<file path="config.mk">
export PLATFORM = sky130hd
export DESIGN_NAME = parity_frame_rx
export DESIGN_NICKNAME = d
export VERILOG_FILES = /design/src/rtl/parity_frame_rx.sv
export SDC_FILE = /design/constraint.sdc
export NUM_CORES = 1
export LEC_CHECK = 0
export BUFFER_PORTS_ARGS = -buffer_cell sky130_fd_sc_hd__buf_4
export CORE_MARGIN = 2
export CORE_UTILIZATION = 50
export DETAILED_ROUTE_END_ITERATION = 8
export GPL_TIMING_DRIVEN = 0
export PLACE_DENSITY = 0.68
export SYNTH_ARGS = -nofsm -noshare
export SYNTH_HDL_FRONTEND = slang
export SYNTH_SLANG_ARGS = --single-unit
</file>
<file path="constraint.sdc">
create_clock -name clk -period 1.94 [get_ports clk]
set_input_delay 0.097 -clock clk [delete_from_list [all_inputs] [get_ports clk]]
set_output_delay 0.097 -clock clk [all_outputs]
set_load 0.1 [all_outputs]
</file>
<file path="src/rtl/parity_frame_rx.sv">
// Serial frame receiver: start, DATA_W data bits LSB first, parity, stop.
// Optional saturating error counter enabled by PARITY_FRAME_RX_ERR_CNT_EN.
module parity_frame_rx #(
  parameter int DATA_W     = 4,
  parameter int ODD_PARITY = 0
) (
  input  logic              clk,
  input  logic              rst_n,
  input  logic              bit_en,
  input  logic              rx_bit,
  output logic [DATA_W-1:0] out_data,
  output logic              out_par_err,
  output logic              out_frame_err,
  output logic              out_valid,
  input  logic              out_ready,
  output logic              overrun,
  output logic              busy
`ifdef PARITY_FRAME_RX_ERR_CNT_EN
  ,
  input  logic              err_cnt_clr,
  output logic [7:0]        err_cnt
`endif
);

  typedef enum logic [1:0] {
    IDLE,
    DATA,
    PARITY,
    STOP
  } state_t;

  localparam logic [3:0] LAST = 4'(DATA_W - 1);
  localparam logic       ODD  = (ODD_PARITY != 0);

  state_t            state;
  state_t            state_nxt;
  logic [3:0]        cnt;
  logic [3:0]        cnt_nxt;
  logic [DATA_W-1:0] sh;
  logic [DATA_W-1:0] sh_nxt;
  logic              p;
  logic              p_nxt;
  logic              done;
  logic              load;
  logic              par_err;
  logic              frame_err;

  always_comb begin
    state_nxt = state;
    cnt_nxt   = cnt;
    sh_nxt    = sh;
    p_nxt     = p;
    done      = 1'b0;
    if (bit_en) begin
      unique case (state)
        IDLE: begin
          if (!rx_bit) begin
            state_nxt = DATA;
            cnt_nxt   = '0;
          end
        end
        DATA: begin
          sh_nxt             = sh >> 1;
          sh_nxt[DATA_W-1]   = rx_bit;
          cnt_nxt            = cnt + 4'd1;
          if (cnt == LAST)
            state_nxt = PARITY;
        end
        PARITY: begin
          p_nxt     = rx_bit;
          state_nxt = STOP;
        end
        STOP: begin
          done      = 1'b1;
          state_nxt = IDLE;
        end
        default: state_nxt = IDLE;
      endcase
    end
  end

  assign par_err   = p ^ (^sh) ^ ODD;
  assign frame_err = ~rx_bit;
  // A completed frame lands only if the buffer is free or drains this edge
  assign load      = done && (!out_valid || out_ready);
  assign busy      = (state != IDLE);

  always_ff @(posedge clk) begin
    if (!rst_n) begin
      state         <= IDLE;
      cnt           <= '0;
      sh            <= '0;
      p             <= 1'b0;
      out_data      <= '0;
      out_par_err   <= 1'b0;
      out_frame_err <= 1'b0;
      out_valid     <= 1'b0;
      overrun       <= 1'b0;
    end else begin
      state   <= state_nxt;
      cnt     <= cnt_nxt;
      sh      <= sh_nxt;
      p       <= p_nxt;
      overrun <= done && out_valid && !out_ready;
      if (load) begin
        out_data      <= sh;
        out_par_err   <= par_err;
        out_frame_err <= frame_err;
        out_valid     <= 1'b1;
      end else if (out_valid && out_ready) begin
        out_valid <= 1'b0;
      end
    end
  end

`ifdef PARITY_FRAME_RX_ERR_CNT_EN
  always_ff @(posedge clk) begin
    if (!rst_n || err_cnt_clr) begin
      err_cnt <= '0;
    end else if (load && (par_err || frame_err) && err_cnt != 8'hFF) begin
      err_cnt <= err_cnt + 8'd1;
    end
  end
`endif

endmodule

</file>
# Word-level counts from Yosys, hierarchy flattened
# Index checks and enable logic that the tools add are counted.
# Widths: inputs -> output; s select.
[totals]
inputBits = 5
regBits = 19
[classes]
n_addsub = 1
bitwise_logic = 2
eq_ne = 6
reduce_logical = 16
mux = 9
[ops]
columns = ["op", "n"]
rows = [
  ["$pmux 2 s4", 1],
  ["$pmux 4 s2", 1],
  ["$reduce_and 3->1", 2],
  ["$reduce_bool 2->1", 3],
  ["$add 4x1->4 const B", 1],
  ["$eq 2x2->1 const B", 2],
  ["$eq 4x2->1 const B", 1],
  ["$logic_and 1x1->1", 4],
  ["$mux 1", 4],
  ["$mux 2", 2],
  ["$mux 4", 1],
  ["$ne 2x2->1 const B", 2],
  ["$reduce_and 2->1", 2],
  ["$reduce_xor 4->1", 1],
  ["$eq 2x1->1 const B", 1],
  ["$logic_not 1->1", 2],
  ["$logic_not 2->1", 1],
  ["$logic_or 1x1->1", 1],
  ["$not 1->1", 1],
  ["$xor 1x1->1", 1],
]

# Longest topological paths before layout
[depth]
word_depth = 5
mapped_depth = 6
depth_no_buf = 6

# Least setup slack after synthesis
# OpenSTA, ideal clock, no wires.
[synth_path]
kind = "reg2reg"
start = "register out_valid"
end = "register out_data[0]"
arrival_ps = 1626
path_slack_ps = 186
path_stages_with_launch = 5
setup_time_ps = 128
path_buffers = 0
required_ps = 1812
period_less_slack_ps = 1754
cell_sequence = "dfxtp_1 nor2b_1 nor2_2 mux2i_1 nor2_1"
[synth_between]
elab_chain_cells = 3
[synth_lines]
columns = ["element", "line", "rtl"]
rows = [
  ["start: declaration", "14", "output logic out_valid,"],
  ["start signal: assignment", "97", "out_valid <= 1'b0;"],
  ["start signal: assignment", "109", "out_valid <= 1'b1;"],
  ["start signal: assignment", "111", "out_valid <= 1'b0;"],
  ["$logic_not 1->1", "85", "assign load = done && (!out_valid || out_ready);"],
  ["$logic_or 1x1->1", "85", ""],
  ["$logic_and 1x1->1", "85", ""],
  ["end signal: assignment", "106", "out_data <= sh;"],
  ["end: declaration", "11", "output logic [DATA_W-1:0] out_data,"],
]
# No other way between the ends.
# A chain may end at the register's enable or synchronous reset.

# Final worst setup path
[layout_path]
start = "register state[0]"
end = "register cnt[3]"
[layout_between]
elab_chain_cells = 3
[layout_lines]
columns = ["element", "line", "rtl"]
rows = [
  ["start: declaration", "35", "state_t state;"],
  ["start signal: assignment", "100", "state <= state_nxt;"],
  ["$eq 2x1->1 / $logic_not 2->1 (equally long branches)", "55", "unique case (state)"],
  ["$reduce_bool 2->1 (no source line) / $ne 2x2->1 (equally long branches)", "-", ""],
  ["$reduce_and 3->1 (no source line)", "-", ""],
  ["end signal: assignment", "101", "cnt <= cnt_nxt;"],
  ["end: declaration", "37", "logic [3:0] cnt;"],
]
# Several ways; a longest one is shown, not always the timed one.

==> out/qor.yml <==
status:
  status: "completed"
route:
  via_count: 668
  drt_iter0_drc: 3
  detail-route-antenna-nets: 0
  drc: 0
  routedWlPerCell_um: 12.5
  drt_pre_antenna_iters: 4
  post_drt_via_cell_ratio: 5.22
  wirelength_mm: 1.60
clock_tree:
  clockRootBuffer: "clkbuf_4"
  ctsHoldBuffers: 0
  postCtsSetupRepairBufs: 0
  cts_resized: 0
  clock_latency_ns: 0.30
  cts_max_level: 1
  cts_tree: "done"
  clk_pin_slew_ns: 0.10
  clock-sinks: 19
  cts_buffer_depth: 2
  cts_made_buffers: 3
yosys:
  yosysSeqAreaShare_pct: 44.5
  synthArstFlopShare_pct: 0
  synth_edf_count: 0
  synth_nets: 105
  synth_flop_cell: "dfxtp_1"
  synth_cell_types: 25
  synth_area_um2: 855
  synth.area.top_cells: "dfxtp_1 45%, ha_1 7.3%, a21oi_1 5.9%, mux2i_1 5.9%, nand2_1 5.3%"
  synthCells: 95
  avgSynthCellArea_um2: 9.00
  yosys.cell_count.top_type: "dfxtp_1"
  ys_seq_elements: 19
  synth_top_area_share_pct: 44.5
  synth_common_cells: "19 x dfxtp_1, 12 x nand2_1, 11 x nor2_1"
  synth_warnings: 0
  yosysTopAreaCell: "dfxtp_1"
critical_path:
  cp-end-kind: "register"
  cp_data_arrival_time_ns: 1.95
  criticalPathCategory: "reg -> reg"
  crit_required_ns: 2.17
  path_buf_inv: 1
  worst_path_max_delay_cell: "dfxtp_1"
  crit_family: "compound AO/OA/AOI/OAI gates"
  critPathMaxFanout: 6
  slowest_delay_ns: 0.40
  crit_chain: "inv_1 -> ha_1 -> a21boi_2 -> o21ai_2 -> or3_1 -> a21oi_1"
  start_kind: "register"
power:
  vdd_drop_max_mv: 0.461
  leakage_nw: 0.399
  cellPowerDensity_mw_per_mm2: 719
floorplan:
  die_x_um: 45.3
  core_mm2: 0.00156
  num_io_pins: 14
  dieArea_mm2: 0.00206
  die_h_um: 45.3
  start_util_pct: 54.8
  fp-row-count: 14
global_routing:
  first_global_vias: 648
  grt_overflow_total: 0
  grt_max_degree: 12
  grt_pass1_wl_mm: 2.73
  antenna_found_initial: 0
  grt_usage_pct: 18.9
timing:
  fin_crit_sh_pct: 88.8
  worstMarginPinSlew_ns: 0.443
  setup_viol: 0
  drv_slew: 0
  finalWorstSetupSlack_ns: 0.217
  grt_setup_unrepaired: "false"
  hold_viol: 0
  max_slew_margin_pct: 70.4
  period_minus_slack_ns: 1.72
  clock_skew_ns: 0.0146
  fin_setup_tns_ns: 0
  max_freq_mhz: 580
placement:
  placed_area_um2: 972
  dpl.hpwl_mm: 1.18
  gp_congestion: 0.751
  port_buffers: 13
  dp_slack_ns: 0.266
  post-place-cells: 124
finish:
  final_nets: 123
  fillers: 135
  final_util_pct: 64.1
  syn2layout_area_growth_pct: 17.0
  final-instance-count-excl-fill: 128
  diodes: 0
  drive_gt1_share_pct: 19.6
  finalInstanceArea_um2: 1000
flow_run:
  max_cap_violations: 0
worst_hold_path:
  hold_class: "in -> reg"
==> tightest hold or removal path, stage by stage <==
cell	delay [ns]
buf_4	0.12
nand2_1	0.05
nor2_1	0.03
==> state kept, by name, indices dropped and copies added (netlist names) <==
signal	flops
out_frame_err	1
cnt	4
p	1
state	2
sh	4
out_par_err	1
out_data	4
out_valid	1
overrun	1
==> logic make-up (layout without fill, tap and decap cells) <==
logic type | after synthesis | in the layout | synth area share, %
and+or+nand+nor | 35 | 35 | 18.4
AOI/OAI and AO/OA | 20 | 20 | 14.9
DFF | 19 | 19 | 44.5
buffers and inverters | 7 | 24 | 3.22
adders and majority gates | 5 | 5 | 7.32
muxes | 5 | 5 | 5.86
xor gates and xnor gates | 4 | 4 | 5.71
==> through the flow <==
step                      power (mW)  hold WS (ns)
after floorplan                0.498         0.211
after global placement         0.524         0.350
after detailed placement       0.526         0.350
after CTS                      0.725        0.0302
after global routing           0.749        0.0415
final                          0.719        0.0397
==> worst paths after layout <==
check             slack [ns]                   from  cells past startpoint                  end
setup / recovery        0.22  state[0]$_SDFFE_PN0P_                      6  cnt[3]$_SDFFE_PN0P_
hold / removal          0.04                  rst_n                      3   overrun$_SDFF_PN0_
setup reg to reg        0.22  state[0]$_SDFFE_PN0P_                      6  cnt[3]$_SDFFE_PN0P_
hold reg to reg         0.47         p$_SDFFE_PN0P_                      2       p$_SDFFE_PN0P_
==> cells in the final DEF (no fill, tap or decap) <==
cell,count
dfxtp_1,19
buf_4,13
nand2_1,12
nor2_1,11
a21oi_1,10
nand3_1,6
mux2i_1,5
ha_1,5
inv_1,4
o21ai_0,3
clkbuf_4,3
a21boi_2,2
clkbuf_1,2
xor2_1,2
or3_1,2
o21ai_2,1
nand3b_1,1
nor2b_1,1
buf_2,1
nor2_2,1
or3b_1,1
a211oi_1,1
xnor3_1,1
xnor2_1,1
o31ai_1,1
o211ai_1,1
a32oi_1,1
clkinv_2,1
==> final cells by class <==
type / instances / area [µm²] / area share [%]
inverter: 4 / 15.0 / 1.50
sequential: 19 / 380 / 38.0
tap: 16 / 20.0 / 2.00
timing repair buffer: 13 / 97.6 / 9.76
buffer: 3 / 12.5 / 1.25
clock buffer: 3 / 22.5 / 2.25
multi-input combinational: 69 / 447 / 44.7
clock inverter: 1 / 5.00 / 0.501
==> per-layer routing <==
layer  share of wire [%]  up-vias  track usage [%]  routed length [µm]
li1                    -      357                -                   -
met1                  50      296             25.0                 805
met2                  46       13             28.9                 740
met3                 2.6        2             4.80                  42
met4                0.50        0             8.82                   8
met5                   0        -                0                   0
==> power by group <==
part	switching [mW]	internal [mW]	leakage (nW)
Combinational	0.0776	0.0358	0.228
Clock	0.125	0.0768	0.0177
Sequential	0.00712	0.397	0.153
Power figures use the tool's default switching activity.
